<file path="config.mk">
export PLATFORM = sky130hd
export DESIGN_NAME = gpio_debounce
export DESIGN_NICKNAME = d
export VERILOG_FILES = /design/src/rtl/gpio_debounce.sv
export SDC_FILE = /design/constraint.sdc
export NUM_CORES = 2
export LEC_CHECK = 0
export BUFFER_PORTS_ARGS = -buffer_cell sky130_fd_sc_hd__buf_2
export CAP_MARGIN = 40
export CORE_UTILIZATION = 65
export CTS_CLUSTER_SIZE = 30
export DETAILED_ROUTE_END_ITERATION = 7
export PLACE_DENSITY = 0.83
export SKIP_CTS_REPAIR_TIMING = 1
export SLEW_MARGIN = 25
export SYNTH_ARGS = -nofsm -noshare
export SYNTH_HDL_FRONTEND = slang
export SYNTH_SLANG_ARGS = --single-unit
export TNS_END_PERCENT = 20
</file>
<file path="constraint.sdc">
create_clock -name pclk -period 4.3 [get_ports pclk]
set_clock_uncertainty 0.05 [all_clocks]
set_input_delay 0.43 -clock pclk [delete_from_list [all_inputs] [get_ports pclk]]
set_output_delay 0.43 -clock pclk [all_outputs]
set_load 0.02 [all_outputs]
</file>
<file path="src/rtl/gpio_debounce.sv">
// Per-pin debounce/glitch filter in front of the GPIO controller inputs.
// Define GPIO_DEBOUNCE_SYNC_EN to add a 2-flop pad synchronizer.
module gpio_debounce #(
    parameter int unsigned GPIO_NUM    = 32,
    parameter int unsigned CNT_WIDTH   = 16,
    parameter int unsigned PRESC_WIDTH = 8
) (
    input  logic                   pclk,
    input  logic                   presetn,
    input  logic [GPIO_NUM-1:0]    gpio_pad_i,
    input  logic [GPIO_NUM-1:0]    en_i,
    input  logic [CNT_WIDTH-1:0]   thresh_i,
    input  logic [PRESC_WIDTH-1:0] presc_i,
    output logic [GPIO_NUM-1:0]    gpio_filt_o,
    output logic [GPIO_NUM-1:0]    gpio_chg_o
);

    logic [GPIO_NUM-1:0] s;

`ifdef GPIO_DEBOUNCE_SYNC_EN
    logic [GPIO_NUM-1:0] sync1_q, sync2_q;

    always_ff @(posedge pclk) begin
        if (!presetn) begin
            sync1_q <= '0;
            sync2_q <= '0;
        end else begin
            sync1_q <= gpio_pad_i;
            sync2_q <= sync1_q;
        end
    end

    assign s = sync2_q;
`else
    assign s = gpio_pad_i;
`endif

    logic [PRESC_WIDTH-1:0] presc_q, presc_d;
    logic                   tick;

    // >= rather than == so lowering presc_i below the count never wraps
    assign tick    = (presc_q >= presc_i);
    assign presc_d = tick ? '0 : presc_q + PRESC_WIDTH'(1);

    logic [CNT_WIDTH-1:0] cnt_q [GPIO_NUM];
    logic [CNT_WIDTH-1:0] cnt_d [GPIO_NUM];
    logic [GPIO_NUM-1:0]  filt_q, filt_d;
    logic [GPIO_NUM-1:0]  chg_q;

    always_comb begin
        filt_d = filt_q;
        for (int i = 0; i < int'(GPIO_NUM); i++) begin
            cnt_d[i] = cnt_q[i];
            if (!en_i[i]) begin
                filt_d[i] = s[i];
                cnt_d[i]  = '0;
            end else if (s[i] == filt_q[i]) begin
                cnt_d[i] = '0;
            end else if (tick) begin
                if (cnt_q[i] >= thresh_i) begin
                    filt_d[i] = s[i];
                    cnt_d[i]  = '0;
                end else begin
                    cnt_d[i] = cnt_q[i] + CNT_WIDTH'(1);
                end
            end
        end
    end

    always_ff @(posedge pclk) begin
        if (!presetn) begin
            presc_q <= '0;
            filt_q  <= '0;
            chg_q   <= '0;
            for (int i = 0; i < int'(GPIO_NUM); i++) begin
                cnt_q[i] <= '0;
            end
        end else begin
            presc_q <= presc_d;
            filt_q  <= filt_d;
            chg_q   <= filt_d ^ filt_q;
            for (int i = 0; i < int'(GPIO_NUM); i++) begin
                cnt_q[i] <= cnt_d[i];
            end
        end
    end

    assign gpio_filt_o = filt_q;
    assign gpio_chg_o  = chg_q;

endmodule

</file>
# Yosys cells after proc, flatten, opt, wreduce, memory -nomap -nowiden

Memories as Yosys holds them, arrays and structs flattened.
Index checks and enable logic that the tools add are counted.

Register bits: 72
Memory bits (writable): 512
Input bits: 90
Output and inout bits: 64
Logic and storage cells: 427
Memories kept: 1

Add/subtract/negate cells: 33
Order comparisons: 33
Eq/ne operators: 32
Multiplexer cells: 290
Bitwise logic cells: 34
Reduce and logical (&&, ||, !) cells: 1

Memory list:

| memory | words | width | rd ports | clocked after memory_dff | wr ports | RTL line | source |
|---|---|---|---|---|---|---|---|
| cnt_q  | 32    | 16    | 32       | 0                        | 32       | 45       | `logic [CNT_WIDTH-1:0] cnt_q [GPIO_NUM];` |

Operators by type and width:

| operator                | number |
|---|---|
| $mux W16                | 160 |
| $add A16 B1 Y16 const B | 32 |
| $ge A16 B16 Y1          | 32 |
| $mux W1                 | 130 |
| $eq A1 B1 Y1            | 32 |
| $or A1 B1 Y1            | 32 |
| $xor A32 B32 Y32        | 1 |
| $add A8 B1 Y8 const B   | 1 |
| $ge A8 B8 Y1            | 1 |
| $reduce_or A2 Y1        | 1 |
| $not A1 Y1              | 1 |

# Logic depth before layout (Yosys ltp)

Depth in word-level cells: 6
Depth in mapped cells: 12
Depth with buffers taken out: 8

# Worst setup path before layout

OpenSTA, ideal clock, no wires.

Kind: input to register
Start point: in thresh_i[15]
End point: mem cnt_q[19][0] (netlist: cnt_q[1][48])
Library setup time: 117 ps
Arrival time: 2,754 ps
Data required time: 4,133 ps
Slack: 1,378 ps
Cell stages on the path: 9
Cell sequence: inv_1 > ha_1 > nand4_1 > or4_1 > a221oi_1 > a211oi_1 > o211ai_2 > buf_2 > nor2_1

RTL lines:

| item               | RTL line | source |
|---|---|---|
| start: declaration | 12       | `input logic [CNT_WIDTH-1:0] thresh_i,` |
| end: declaration   | 45       |  |

==> results.txt <==
critical path data required time -> 4.71 ns
R2R depth -> 7
total power -> 12.6 mW
Sink Count -> 584
maximum clock path buffer count -> 3
r2r setup slk -> 0.89 ns
Routed wire per std cell -> 20.0 um
Skew-Pair Late Insertion Delay -> 0.62 ns
Fin. Hold Viols -> 0
Final setup violation count -> 0
cell count along the critical path -> 7
total die area -> 0.0597 mm^2
Layout Utilization -> 72.8%
Non-Filler Instances -> 5280
pre-CTS WS -> 0.828 ns
Max-Cap Viols -> 0
worst r2r src -> presc_q[6]
Synth Warn # -> 0
die width -> 244 um
first-pass GRT wire length -> 169 mm
min cycle time layout -> 3.41 ns
WHS -> 0.0220 ns
chip height -> 244 um
vias in the first global route -> 33100
synthesized cell area -> 0.0382 mm^2
initial antenna violation count -> 0
Initial Util -> 66.0%
CTS tree -> done
root buf cell -> clkbuf_16
Crit path arrival time -> 3.82 ns
Hold Path Origin -> gpio_pad_i[11]
syn_area_per_cell -> 8.72 um^2
CTS Buf Count -> 67
input/output buffers -> 153
hold-critical path depth -> 3
final worst-path cycle share -> 79.3%
multi-input logic area -> 0.0253 mm^2
Synth Flop Type -> dfxtp_1
worst vdd ir -> 0.328 mV
Startpoint Class -> flip-flop
Total Nets Final -> 5109
placement row count -> 88
crit path from -> presc_q[6]
critical path fanouts, max -> 36
Post-synth EDFFs -> 0
Mapped Cells -> 4378
Cells after DPL -> 5162
buffers and inverters on the worst path -> 1
routed vias -> 34500
Crit. End Element -> flip-flop
H-tree levels -> 3
min setup slack post-route -> 0.890 ns
slowest stage delay, CP -> 0.91 ns
Setup CP Type -> flip-flop to flip-flop
Area Growth Syn to Fin -> 10.3%
Post-Route Setup TNS -> 0 ns
Via density -> 6.53
part of the Yosys area used for sequential elements -> 30.6%
Slew Limit Fails -> 0
largest net degree at the start of global routing -> 142
GRT Residual Overflow -> 0
CP max stage cell -> or4_4
DRT antenna net count -> 0
RSZ-0062 raised after global routing -> false
Leak -> 16.7 nW
I/O pins -> 154
distinct cell type count after synthesis -> 48
asr flop ratio synth -> 0%
Layout fillers -> 4340
total wire length -> 105 mm
placed cell areas -> 0.0397 mm^2
# diodes -> 0
Power Dens Cells -> 300 mW/mm^2
crit path cell chain -> ha_1 -> nand3_1 -> or4_4 -> buf_4 -> and3_1 -> o211ai_2 -> nor2_1
Slew @ Worst Pin -> 0.854 ns
share of layout cells above drive strength 1 -> 9.15%
drt first pass iters -> 5
Storage cell area -> 0.0117 mm^2
GRT Util Overall -> 34.7%
gp weighted congestion -> 0.889
CORE AREA -> 0.0578 mm^2
Post-Syn Nets -> 5021
HPWL after DPL -> 69.9 mm
post-route cell area -> 0.0421 mm^2
outcome -> completed
Hold Path Class -> primary input to flip-flop
clock slew at reported path FFs -> 0.06 ns
fmax -> 0.293 GHz
1st-iter DRT viols -> 2444
DRC -> 0
normalized max-slew margin -> 43.0%
delay-heaviest family, CP -> simple AND/OR/NAND/NOR gates
Seq cells post-synth -> 584
final cells by class:
cell class	instances	area share, %
clock buffer	98	4.87
timing repair buffer	225	3.57
clock inverter	20	0.788
sequential	584	27.8
multi-input combinational	3521	60.1
inverter	67	0.597
tap	765	2.27
power by group:
part / total (mW) / internal, mW / switching (mW)
combinational: 0.982 / 0.301 / 0.681
sequential: 5.46 / 5.44 / 0.0196
clock: 6.20 / 3.83 / 2.37
registers in the layout, indices dropped and copies added (netlist names):
signal / flops
gpio_chg_o: 32
gpio_filt_o: 32
presc_q: 8
cnt_q: 512
worst reg2reg max path, cell delays in order (launching register included):
cell and delay, ns:
dfxtp_1 0.38, ha_1 0.34, nand3_1 0.24, or4_4 0.91, buf_4 0.35, and3_1 0.23
o211ai_2 0.65, nor2_1 0.12
logic make-up after synthesis:
group / after synthesis / share of synthesized area (%)
fa+ha+maj: 553 / 18.1
buf+inv: 273 / 3.13
mux: 32 / 0.839
xor+xnor: 419 / 9.62
flops: 584 / 30.6
compound gates: 1034 / 18.2
simple gates: 1483 / 19.4
layer usage:
layer  up-vias  global-route usage, %  wire [um]
li1      16400                      -          -
met1     16400                   43.5      43900
met2      1270                   57.5      48300
met3       372                   5.05       7450
met4         0                   18.8       5880
met5         -                      0          0
cells in the final DEF, fill, tap and decap left out, types with 48 or more instances in the layout:
| cell type | n |
|---|---|
| or3_1 | 77 |
| xor2_1 | 211 |
| buf_4 | 58 |
| nand4_1 | 208 |
| nand2_1 | 267 |
| a211oi_1 | 48 |
| o2111ai_1 | 133 |
| dfxtp_1 | 584 |
| a211o_1 | 58 |
| inv_1 | 52 |
| xnor2_1 | 208 |
| nor2_1 | 440 |
| o211ai_1 | 67 |
| a21oi_1 | 392 |
| and3_1 | 150 |
| o21ai_0 | 156 |
| buf_2 | 152 |
| clkbuf_16 | 71 |
| ha_1 | 553 |
| nand3_1 | 140 |
path summary, 6_finish.rpt:
path	to
worst max register to register	cnt_q[1][48]
worst max-delay path	cnt_q[1][48]
worst min register to register	presc_q[0]
worst min-delay path	gpio_filt_o[11]
cell usage after synthesis (35+ instances only):
cell | number | share of area, %
o211ai_1 | 67 | 1.3
and2_1 | 35 | 0.57
or3_1 | 77 | 1.3
xor2_1 | 211 | 4.8
buf_2 | 86 | 1.1
o2111ai_1 | 133 | 3.1
inv_1 | 67 | 0.66
a211o_1 | 59 | 1.4
a21oi_1 | 392 | 5.1
clkbuf_1 | 99 | 0.97
nand2_1 | 268 | 2.6
dfxtp_1 | 584 | 31
nand4_1 | 208 | 3.4
ha_1 | 553 | 18
and3_1 | 150 | 2.5
nor3_1 | 36 | 0.47
xnor2_1 | 208 | 4.8
a211oi_1 | 49 | 0.96
o21ai_0 | 156 | 2.0
nand3_1 | 140 | 1.8
and4_1 | 35 | 0.80
nor2_1 | 440 | 4.3
a21o_1 | 36 | 0.71
Power figures use the tool's default switching activity.
